===== config.mk =====
export PLATFORM = sky130hd
export DESIGN_NAME = adc_multi_serial_intf_flat
export DESIGN_NICKNAME = d
export VERILOG_FILES = /design/src/rtl/adc_intf_pkg.sv /design/src/rtl/adc_multi_serial_intf_if.sv /design/src/rtl/adc_sclk_gen.sv /design/src/rtl/adc_multi_serial_intf.sv /design/src/flat_wrapper.sv
export SDC_FILE = /design/constraint.sdc
export NUM_CORES = 1
export LEC_CHECK = 0
export CAP_MARGIN = 0
export CELL_PAD_IN_SITES_DETAIL_PLACEMENT = 2
export CELL_PAD_IN_SITES_GLOBAL_PLACEMENT = 2
export CORE_ASPECT_RATIO = 1.75
export CORE_UTILIZATION = 40
export CTS_CLUSTER_DIAMETER = 50
export DETAILED_ROUTE_END_ITERATION = 8
export PLACE_DENSITY_LB_ADDON = 0.1
export SYNTH_ARGS = -nofsm -noshare
export SYNTH_HDL_FRONTEND = slang
export SYNTH_SLANG_ARGS = --single-unit

===== constraint.sdc =====
create_clock -name tx_clk -period 4.55 [get_ports tx_clk]
set_input_delay 0.91 -clock tx_clk [delete_from_list [all_inputs] [get_ports tx_clk]]
set_output_delay 0.91 -clock tx_clk [all_outputs]
set_load 0.005 [all_outputs]

===== src/rtl/adc_intf_pkg.sv =====
// Shared definitions for the serial ADC front ends: one-hot FSM encoding and a width helper.
package adc_intf_pkg;

    localparam int unsigned IDLE_BIT  = 0;
    localparam int unsigned CONV_BIT  = 1;
    localparam int unsigned QUIET_BIT = 2;
    localparam int unsigned HOLD_BIT  = 3;

    localparam logic [3:0] ST_IDLE  = 4'(1 << IDLE_BIT);
    localparam logic [3:0] ST_CONV  = 4'(1 << CONV_BIT);
    localparam logic [3:0] ST_QUIET = 4'(1 << QUIET_BIT);
    localparam logic [3:0] ST_HOLD  = 4'(1 << HOLD_BIT);

    // Bits needed to hold values 0..value-1; never less than 1.
    function automatic int unsigned clog2(input int unsigned value);
        int unsigned r;
        r = 0;
        while ((32'd1 << r) < value) r++;
        return (r == 0) ? 1 : r;
    endfunction

endpackage


===== src/rtl/adc_multi_serial_intf_if.sv =====
// Request/result handshake between the sample scheduler/consumer and the ADC front end.
interface adc_multi_serial_intf_if #(
    parameter int unsigned NCH    = 2,
    parameter int unsigned DATA_W = 12
);
    logic                    adc_start;
    logic                    adc_slow;
    logic                    adc_ready;
    logic [NCH*DATA_W-1:0]   adc_data;
    logic                    adc_data_val;
    logic                    adc_data_ack;

    modport master (
        output adc_start, adc_slow, adc_data_ack,
        input  adc_ready, adc_data, adc_data_val
    );

    modport slave (
        input  adc_start, adc_slow, adc_data_ack,
        output adc_ready, adc_data, adc_data_val
    );
endinterface


===== src/rtl/adc_sclk_gen.sv =====
// SCLK divider: 50% duty clock with selectable period, plus fall and period-end strobes.
module adc_sclk_gen
    import adc_intf_pkg::*;
#(
    parameter int unsigned FAST_DIV = 4,
    parameter int unsigned SLOW_DIV = 32
) (
    input  logic tx_clk,
    input  logic tx_rst_n,
    input  logic run,
    input  logic div_sel,
    output logic sclk,
    output logic fall_stb,
    output logic period_end
);
    localparam int unsigned CW = clog2(SLOW_DIV);

    localparam logic [CW-1:0] FAST_LAST = CW'(FAST_DIV - 1);
    localparam logic [CW-1:0] FAST_HALF = CW'(FAST_DIV / 2);
    localparam logic [CW-1:0] FAST_HM1  = CW'(FAST_DIV / 2 - 1);
    localparam logic [CW-1:0] SLOW_LAST = CW'(SLOW_DIV - 1);
    localparam logic [CW-1:0] SLOW_HALF = CW'(SLOW_DIV / 2);
    localparam logic [CW-1:0] SLOW_HM1  = CW'(SLOW_DIV / 2 - 1);

    if ((FAST_DIV % 2) != 0 || FAST_DIV < 2) begin : g_bad_fast
        $error("FAST_DIV must be even and >= 2");
    end
    if ((SLOW_DIV % 2) != 0 || SLOW_DIV <= FAST_DIV) begin : g_bad_slow
        $error("SLOW_DIV must be even and greater than FAST_DIV");
    end

    logic [CW-1:0] div_cnt;
    logic [CW-1:0] cnt_last;
    logic [CW-1:0] cnt_half;
    logic [CW-1:0] cnt_hm1;
    logic          at_last;

    // Select the terminal/half-period counts for the latched mode
    always_comb begin
        cnt_last = div_sel ? SLOW_LAST : FAST_LAST;
        cnt_half = div_sel ? SLOW_HALF : FAST_HALF;
        cnt_hm1  = div_sel ? SLOW_HM1  : FAST_HM1;
    end

    assign at_last    = (div_cnt == cnt_last);
    assign period_end = run & at_last;
    assign fall_stb   = run & (div_cnt == cnt_half);

    // Period counter; sclk is registered one count ahead so it is high exactly while div_cnt < DIV/2
    always_ff @(posedge tx_clk or negedge tx_rst_n) begin
        if (!tx_rst_n) begin
            div_cnt <= '0;
            sclk    <= 1'b1;
        end else begin
            if (!run || at_last) div_cnt <= '0;
            else                 div_cnt <= div_cnt + CW'(1);
            sclk <= !run || at_last || (div_cnt < cnt_hm1);
        end
    end

endmodule


===== src/rtl/adc_multi_serial_intf.sv =====
// Shared SCLK/CS_n front end for NCH AD727x-style ADCs, captured in parallel and held until acked.
module adc_multi_serial_intf
    import adc_intf_pkg::*;
#(
    parameter int unsigned NCH        = 2,
    parameter int unsigned DATA_W     = 12,
    parameter int unsigned LEAD_Z     = 2,
    parameter int unsigned FRAME_BITS = 16,
    parameter int unsigned FAST_DIV   = 4,
    parameter int unsigned SLOW_DIV   = 32,
    parameter int unsigned QUIET_CYC  = 4
) (
    input  logic                   tx_clk,
    input  logic                   tx_rst_n,
    adc_multi_serial_intf_if.slave bus,
    input  logic [NCH-1:0]         adc_sdin,
    output logic                   adc_clk,
    output logic                   adc_cs_n
);
    localparam int unsigned BW = clog2(FRAME_BITS + 1);
    localparam int unsigned QW = clog2(QUIET_CYC);

    localparam logic [BW-1:0] WIN_LO     = BW'(LEAD_Z);
    localparam logic [BW-1:0] WIN_HI     = BW'(LEAD_Z + DATA_W);
    localparam logic [BW-1:0] LAST_BIT   = BW'(FRAME_BITS - 1);
    localparam logic [QW-1:0] QUIET_LAST = QW'(QUIET_CYC - 1);

    if (LEAD_Z + DATA_W > FRAME_BITS) begin : g_bad_frame
        $error("LEAD_Z + DATA_W must not exceed FRAME_BITS");
    end
    if (NCH < 1 || QUIET_CYC < 1) begin : g_bad_cfg
        $error("NCH and QUIET_CYC must be at least 1");
    end

    logic [3:0]            state;
    logic                  mode;
    logic [BW-1:0]         bit_cnt;
    logic [QW-1:0]         quiet_cnt;
    logic [NCH*DATA_W-1:0] shift_flat;
    logic [NCH*DATA_W-1:0] data_q;
    logic                  sclk;
    logic                  fall_stb;
    logic                  period_end;
    logic                  start_acc;
    logic                  capture;

    assign start_acc = state[IDLE_BIT] & bus.adc_start;
    assign capture   = fall_stb && (bit_cnt >= WIN_LO) && (bit_cnt < WIN_HI);

    adc_sclk_gen #(
        .FAST_DIV (FAST_DIV),
        .SLOW_DIV (SLOW_DIV)
    ) u_sclk (
        .tx_clk     (tx_clk),
        .tx_rst_n   (tx_rst_n),
        .run        (state[CONV_BIT]),
        .div_sel    (mode),
        .sclk       (sclk),
        .fall_stb   (fall_stb),
        .period_end (period_end)
    );

    for (genvar i = 0; i < NCH; i++) begin : g_ch
        logic [DATA_W-1:0] shreg;

        // MSB-first capture of this channel on in-window SCLK falls
        always_ff @(posedge tx_clk or negedge tx_rst_n) begin
            if (!tx_rst_n)      shreg <= '0;
            else if (start_acc) shreg <= '0;
            else if (capture)   shreg <= (shreg << 1) | DATA_W'(adc_sdin[i]);
        end

        assign shift_flat[i*DATA_W +: DATA_W] = shreg;
    end

    // Frame sequencing: IDLE -> CONV -> QUIET -> HOLD -> IDLE
    always_ff @(posedge tx_clk or negedge tx_rst_n) begin
        if (!tx_rst_n) begin
            state     <= ST_IDLE;
            mode      <= 1'b0;
            bit_cnt   <= '0;
            quiet_cnt <= '0;
            data_q    <= '0;
        end else begin
            case (state)
                ST_IDLE: begin
                    if (bus.adc_start) begin
                        state   <= ST_CONV;
                        mode    <= bus.adc_slow;
                        bit_cnt <= '0;
                    end
                end
                ST_CONV: begin
                    if (period_end) begin
                        if (bit_cnt == LAST_BIT) begin
                            state     <= ST_QUIET;
                            quiet_cnt <= '0;
                        end else begin
                            bit_cnt <= bit_cnt + BW'(1);
                        end
                    end
                end
                ST_QUIET: begin
                    if (quiet_cnt == QUIET_LAST) begin
                        state  <= ST_HOLD;
                        data_q <= shift_flat;
                    end else begin
                        quiet_cnt <= quiet_cnt + QW'(1);
                    end
                end
                ST_HOLD: begin
                    if (bus.adc_data_ack) state <= ST_IDLE;
                end
                default: state <= ST_IDLE;
            endcase
        end
    end

    // Outputs come straight from flops: one-hot state bits, data register, SCLK register
    assign bus.adc_ready    = state[IDLE_BIT];
    assign bus.adc_data_val = state[HOLD_BIT];
    assign bus.adc_data     = data_q;
    assign adc_cs_n         = ~state[CONV_BIT];
    assign adc_clk          = sclk;

endmodule


===== src/flat_wrapper.sv =====
// flat-port wrapper written by rule: the top's interface ports become plain ports
module adc_multi_serial_intf_flat import adc_intf_pkg::*;
#(
    parameter int unsigned NCH        = 2,
    parameter int unsigned DATA_W     = 12,
    parameter int unsigned LEAD_Z     = 2,
    parameter int unsigned FRAME_BITS = 16,
    parameter int unsigned FAST_DIV   = 4,
    parameter int unsigned SLOW_DIV   = 32,
    parameter int unsigned QUIET_CYC  = 4
)
  (tx_clk, tx_rst_n, adc_sdin, adc_clk, adc_cs_n, bus_adc_start, bus_adc_slow, bus_adc_data_ack, bus_adc_ready, bus_adc_data, bus_adc_data_val);
  adc_multi_serial_intf_if #(.NCH(NCH), .DATA_W(DATA_W)) bus_i ();
  input  logic tx_clk;
  input  logic tx_rst_n;
  input  logic [NCH-1:0] adc_sdin;
  output logic adc_clk;
  output logic adc_cs_n;
  input wire logic [$bits(bus_i.adc_start)-1:0] bus_adc_start;
  input wire logic [$bits(bus_i.adc_slow)-1:0] bus_adc_slow;
  input wire logic [$bits(bus_i.adc_data_ack)-1:0] bus_adc_data_ack;
  output wire logic [$bits(bus_i.adc_ready)-1:0] bus_adc_ready;
  output wire logic [$bits(bus_i.adc_data)-1:0] bus_adc_data;
  output wire logic [$bits(bus_i.adc_data_val)-1:0] bus_adc_data_val;
  assign bus_i.adc_start = bus_adc_start;
  assign bus_i.adc_slow = bus_adc_slow;
  assign bus_i.adc_data_ack = bus_adc_data_ack;
  assign bus_adc_ready = bus_i.adc_ready;
  assign bus_adc_data = bus_i.adc_data;
  assign bus_adc_data_val = bus_i.adc_data_val;
  adc_multi_serial_intf #(.NCH(NCH), .DATA_W(DATA_W), .LEAD_Z(LEAD_Z), .FRAME_BITS(FRAME_BITS), .FAST_DIV(FAST_DIV), .SLOW_DIV(SLOW_DIV), .QUIET_CYC(QUIET_CYC)) u_core (.tx_clk(tx_clk), .tx_rst_n(tx_rst_n), .bus(bus_i), .adc_sdin(adc_sdin), .adc_clk(adc_clk), .adc_cs_n(adc_cs_n));
endmodule

==> metrics, run 1 <==
YS warnings=0; CTS root buf=clkbuf_16; Crit Path Max Fanout=28; Final min period=2.67 ns; largest net degree at the start of global routing=35; vias in the first global route=2147; TritonCTS clock tree=yes; Least-Margin Pin Slew=0.978 ns; Clock transition at path regs=0.05 ns; Slew Limit Headroom=34.6%; final hold vios=0; worst vdd ir=0.248 mV; IO Count=35; Port-buffer cells=34; Pwr per Cell Area=408 nW/um^2; Hold-fix buffers, CTS=0; HPWL after DPL=4490 um; WHS=0.496 ns; vias per inst=5.33; wire length of the first global-routing pass=11300 um; area growth from synthesis to layout=23.8%; Vert. Die Dim=114 um; Clock Latency Late Sink=0.32 ns; Clock Tree Buf Depth=2; Slowest cell on crit path=nor4_1; worst hold path type=flop to flop; outcome=complete, no violations; Die Wd=65.8 um; total grt overflow=0; data arrival time of the critical path=2.84 ns; Fmax=374 MHz; Pre-antenna DRT Iters=3; sequential-to-total area share from yosys stat=58.1%; GP Congestion=0.693; Tcrit/Tclk final=58.8%; Initial DRC Count=49; final WL=6850 um; # H-tree levels=3; DRC viols=0; Synth async-reset ratio=100%; Avg Inst Size Synth=12.5 um^2; top-count cell post-synth=dfrtp_1; top_reg_cell synth=dfrtp_1; P_leak=1.57 nW; Worst EP required=4.72 ns; ANT cells=0; register bit total from synthesis=66; gr usage total=21.3%; die area=7470 um^2; Synth area leaders=dfrtp_1 56%, mux2_2 9.9%, mux2i_1 9.5%; number of antenna violations at the first check in global routing=0; Critical Path, Cell by Cell=clkdlybuf4s50_1 > nand2_1 > nor4_1 > o21ai_0; Vias=1881; initial cell density of the core=41.5%; Commonest cells post-synth=64 x dfrtp_1, 33 x nand2_1, 27 x mux2i_1, 25 x mux2_2, 11 x nor2_1; RSZ-0062 raised after global routing=no; Startpoint Class=input port; area of the multi-input gates=1120 um^2; Final #Nets=282; Post-synth EDFFs=0; clock sink total=66; cell count after synthesis=227; layout cells sized above 1=17.1%; WL/cell=19.4 um; number of buffers created by CTS=9; TNS Setup=0 ns; top-area cell type share of the netlist area=56.3%; Max Cap Violations=0; DRT antenna net count=0; CTS resizes=0; Yosys top cell by area=dfrtp_1; Distinct cells, synth=34; core area=6860 um^2; Synth Net Count=242; Reg area=1650 um^2; Cell Rows=40; Crit. End Element=flop; fill count=659; Netlist Area Pre-Place=2850 um^2; Slew Limit Fails=0; postcts setup bufs=0; Final setup viols=0; Worst Clk Skew=0.00610 ns; crit path kind=input port to flop; CP peak stage delay=0.71 ns
## cell usage in the layout (no fill, tap or decap), types with 2 or more instances in the layout
cell / n
nor3_1: 2
buf_4: 3
clkbuf_16: 9
clkbuf_1: 2
nor4_1: 5
nand2_1: 33
nor2b_1: 2
dfstp_2: 2
o21ai_0: 6
xnor2_1: 3
clkdlybuf4s50_1: 33
xor2_1: 3
mux2i_1: 27
nor2_1: 11
ha_1: 8
clkbuf_8: 2
mux2_2: 25
nand3_1: 5
inv_1: 7
dfrtp_1: 64
## metrics by stage
step	area, um^2	total power [W]	setup WS, ns	utilization [%]	std cells
3_5_place_dp	3260	0.000834	1.55	47.6	340
3_3_place_gp	3260	0.000828	1.55	47.6	340
4_1_cts	3520	0.00146	1.80	51.4	353
6_report	3520	0.00144	1.88	51.4	353
5_1_grt	3520	0.00151	1.63	51.4	353
2_1_floorplan	2850	0.000759	2.71	-	227
## per-layer routing
layer | GRT usage (%) | up-vias | share of wire, %
li1 | - | 865 | -
met1 | 23.3 | 979 | 38
met2 | 38.2 | 26 | 57
met3 | 5.70 | 11 | 2.3
met4 | 7.83 | 0 | 1.9
met5 | 0 | - | 0
## worst paths after layout
kind / from / depth (start not counted) / slack [ns] / endpoint
setup / recovery: bus_adc_start / 4 / 1.88 / u_core.mode$_DFFE_PN0P_
hold / removal: u_core.quiet_cnt[0]$_DFFE_PN0P_ / 1 / 0.50 / u_core.quiet_cnt[0]$_DFFE_PN0P_
setup reg to reg: u_core.state[0]$_DFFE_PN1P_ / 3 / 2.30 / u_core.mode$_DFFE_PN0P_
hold reg to reg: u_core.quiet_cnt[0]$_DFFE_PN0P_ / 1 / 0.50 / u_core.quiet_cnt[0]$_DFFE_PN0P_
max in group asynchronous: tx_rst_n / 2 / 2.93 / u_core.g_ch[0].shreg[4]$_DFFE_PN0P_
min in group asynchronous: tx_rst_n / 1 / 0.69 / u_core.u_sclk.div_cnt[4]$_DFF_PN0_
## power by group
part / switching, W / total [W] / internal (W)
Clock: 0.000223 / 0.000612 / 0.000389
Sequential: 0.0000301 / 0.000644 / 0.000614
Combinational: 0.000117 / 0.000181 / 0.0000643
Total: 0.000370 / 0.00144 / 0.00107
## cells by family (layout without fill, tap and decap cells)
group / after synthesis / after routing / share of synthesized area (%)
AND/OR/NAND/NOR: 66 / 66 / 11.5
adder cells (fa/ha/maj): 8 / 8 / 3.52
AO/OA/AOI/OAI: 14 / 14 / 3.08
buffers and inverters: 15 / 57 / 2.55
multiplexers: 52 / 52 / 19.4
flip-flops: 66 / 66 / 58.1
XOR/XNOR: 6 / 6 / 1.85
## critical path: cells and delay by family
kind / cells / cell delay, ns
AO/OA/AOI/OAI: 1 / 0.21
buffers and inverters: 1 / 0.46
AND/OR/NAND/NOR: 2 / 1.27
## flip-flops by register name, summed over array words and instances (netlist names)
register               cells
u_core.bit_cnt             5
u_core.bus.adc_data       24
u_core.g_ch.shreg         24
u_core.mode                1
u_core.quiet_cnt           2
u_core.state               4
u_core.u_sclk.div_cnt      5
u_core.u_sclk.sclk         1
## layout make-up
class	count	area share [%]
well taps	84	2.98
clock buffers	13	7.39
inverters	7	0.746
repair buffers	37	10.2
flip-flops and latches	66	46.9
multi-input cells	146	31.8
No activity file was read; power rests on OpenSTA's default activity.
==> inputs of run 2 (changes only) <==
--- a/config.mk
+++ b/config.mk
@@ -9,7 +9,7 @@
 export CELL_PAD_IN_SITES_DETAIL_PLACEMENT = 2
 export CELL_PAD_IN_SITES_GLOBAL_PLACEMENT = 2
 export CORE_ASPECT_RATIO = 1.75
-export CORE_UTILIZATION = 40
+export CORE_UTILIZATION = 34
 export CTS_CLUSTER_DIAMETER = 50
 export DETAILED_ROUTE_END_ITERATION = 8
 export PLACE_DENSITY_LB_ADDON = 0.1
==> constraint.sdc (replaced) <==
create_clock -name tx_clk -period 2.35 [get_ports tx_clk]
set_input_delay 0.47 -clock tx_clk [delete_from_list [all_inputs] [get_ports tx_clk]]
set_output_delay 0.47 -clock tx_clk [all_outputs]
set_load 0.005 [all_outputs]
==> run 2 against run 1 <==
The run now ends with DRC left. Combinational power is 120% higher. Highest routed layer unchanged. Cell count increased by 3.1%. Sequential power up 91%. Critical path depth shrank 1. Largest power group unchanged. Flip-flop and latch count stayed put. Power rose by 92%.
==> metrics, run 2 (same netlist as run 1, synthesis figures left out) <==
outcome=finished, violations left; failing checks=DRC; ANT cells=0 (unchanged); total grt overflow=0 (unchanged); Final #Nets=285 (+1.1%); Tcrit/Tclk final=83.7%; Clock Latency Late Sink=0.32 ns (about the same); vias in the first global route=2198 (+2.4%); Clock Tree Buf Depth=2 (unchanged); crit path kind=flop to output port; Inst Count DP=349 (+2.6%); worst hold path type=input port to async pin; Hold-fix buffers, CTS=0 (unchanged); commonest non-fill, non-tap cells in the layout=64 x dfrtp_1, 33 x nand2_1, 33 x clkdlybuf4s50_1; Cell Rows=43 (+7.5%); Initial DRC Count=49 (unchanged); largest net degree at the start of global routing=48 (+37%); WL/cell=17.6 um (-9.5%); Least-Margin Pin Slew=0.596 ns (-0.383 ns); Crit. End Element=output port; core area=8020 um^2 (+17%); number of antenna violations at the first check in global routing=0 (unchanged); GP Congestion=0.747 (+7.8%); Vert. Die Dim=123 um (+8.3%); DRT antenna net count=0 (unchanged); Critical Path, Cell by Cell=buf_4 > inv_1 > clkdlybuf4s50_1; R2R cell count=5 (+2); Die Wd=71.2 um (+8.2%); area growth from synthesis to layout=25.9%; Total Power=0.00276 W (+92%); non-filler cells, final=364 (+3.1%); CTS root buf=clkbuf_16; P_leak=1.60 nW (+1.9%); Final setup viols=0 (unchanged); Pre-antenna DRT Iters=8 (+5); Slew Limit Fails=0 (unchanged); # H-tree levels=3 (unchanged); worst vdd ir=0.437 mV (+76%); Vias=1882 (+0.053%); Crit Reg-Reg Endpoint=u_core.bit_cnt[4]$_DFFE_PN0P_; Slowest cell on crit path=clkdlybuf4s50_1; M2 GR Usage=31.2% (-7.0 points); Crit Path Max Fanout=7 (-75%); Worst EP required=1.88 ns (-2.84 ns); Clock transition at path regs=0.05 ns (about the same); layout cells sized above 1=18.6% (+1.5 points); Startpoint Class=flop; gr usage total=16.9% (-4.4 points); RSZ-0062 raised after global routing=no; HPWL after DPL=4250 um (-5.3%); CTS resizes=0 (unchanged); postcts setup bufs=0 (unchanged); Fmax=509 MHz; CP peak stage delay=0.51 ns (-0.20 ns); fill count=826 (+25%); clock sink total=66 (unchanged); wire length of the first global-routing pass=11100 um (-2.1%); final hold vios=0 (unchanged); Final min period=1.97 ns; die area=8760 um^2 (+17%); Port-buffer cells=34 (unchanged); number of buffers created by CTS=9 (unchanged); TritonCTS clock tree=yes; data arrival time of the critical path=1.50 ns (-1.34 ns); DRC viols=1 (+1); met1 Usage GRT=18.7% (-4.6 points); GR Util met3=4.32% (-1.4 points); commonest non-fill, non-tap cell in the layout=dfrtp_1; Slew Limit Headroom=60.2% (+26 points); Crit Reg-Reg Startpoint=u_core.bit_cnt[1]$_DFFE_PN0P_; Worst Clk Skew=0.00527 ns (-0.000832 ns); TNS Setup=0 ns (unchanged); Core Util, Final=44.7% (-6.7 points); flop2flop setup slack=0.43 ns (-1.87 ns); IO Count=35 (unchanged); Max Cap Violations=0 (unchanged); final WL=6400 um (-6.7%); initial cell density of the core=35.5% (-6.0 points); vias per inst=5.17 (-3.0%); Pwr per Cell Area=771 nW/um^2 (+89%); GRT Max-Usage Layer=met2
run 2: cell count changes in the layout (fill, tap and decap cells not counted), sizes merged:
cell    delta
clkbuf     -2
clkinv     +4
buf        +3
run 2: layout make-up:
cell class	instances	area (um^2)	share of cell area [%]
Sequential cell	66	1650	46.2
Clock inverter	4	20.0	0.559
Multi-Input combinational cell	146	1120	31.2
Inverter	7	26.3	0.733
Clock buffer	11	233	6.49
Timing Repair Buffer	40	418	11.7
Tap cell	90	113	3.14
run 2: through the flow:
stage	instance area, um^2	hold slack (ns)	worst slack, ns
3_5_place_dp	3330	0.463	0.421
2_1_floorplan	2850	0.174	0.505
5_1_grt	3580	0.154	0.204
6_report	3580	0.114	0.384
3_3_place_gp	3330	0.460	0.423
4_1_cts	3580	0.122	0.359
run 2: worst max-delay path, delay by kind of cell, from the launching register on:
kind | cells | cell delay (ns)
flops | 1 | 0.39
buf+inv | 3 | 0.79
run 2: worst max-delay path by stage:
stage	startpoint	to	slack, ns
finish	u_core.state[1]$_DFFE_PN0P_	adc_cs_n	0.38
global route	u_core.bit_cnt[1]$_DFFE_PN0P_	u_core.bit_cnt[4]$_DFFE_PN0P_	0.20
CTS	u_core.state[1]$_DFFE_PN0P_	adc_cs_n	0.36
detailed placement	bus_adc_start	u_core.mode$_DFFE_PN0P_	0.42
global placement	bus_adc_start	u_core.mode$_DFFE_PN0P_	0.42
floorplan	u_core.u_sclk.div_cnt[2]$_DFF_PN0_	u_core.g_ch[0].shreg[10]$_DFFE_PN0P_	0.51
run 2: power by group:
| group | leakage (nW) | internal [W] | switching, W |
|---|---|---|---|
| sequential | 0.911 | 0.00119 | 0.0000446 |
| clock | 0.129 | 0.000699 | 0.000440 |
| combinational | 0.561 | 0.000149 | 0.000242 |
| total | 1.60 | 0.00204 | 0.000726 |
run 2: metal layers:
metal,vias up,wire [um]
met4,0,102
li1,870,-
met3,7,233
met2,28,3590
met5,-,0
met1,977,2470
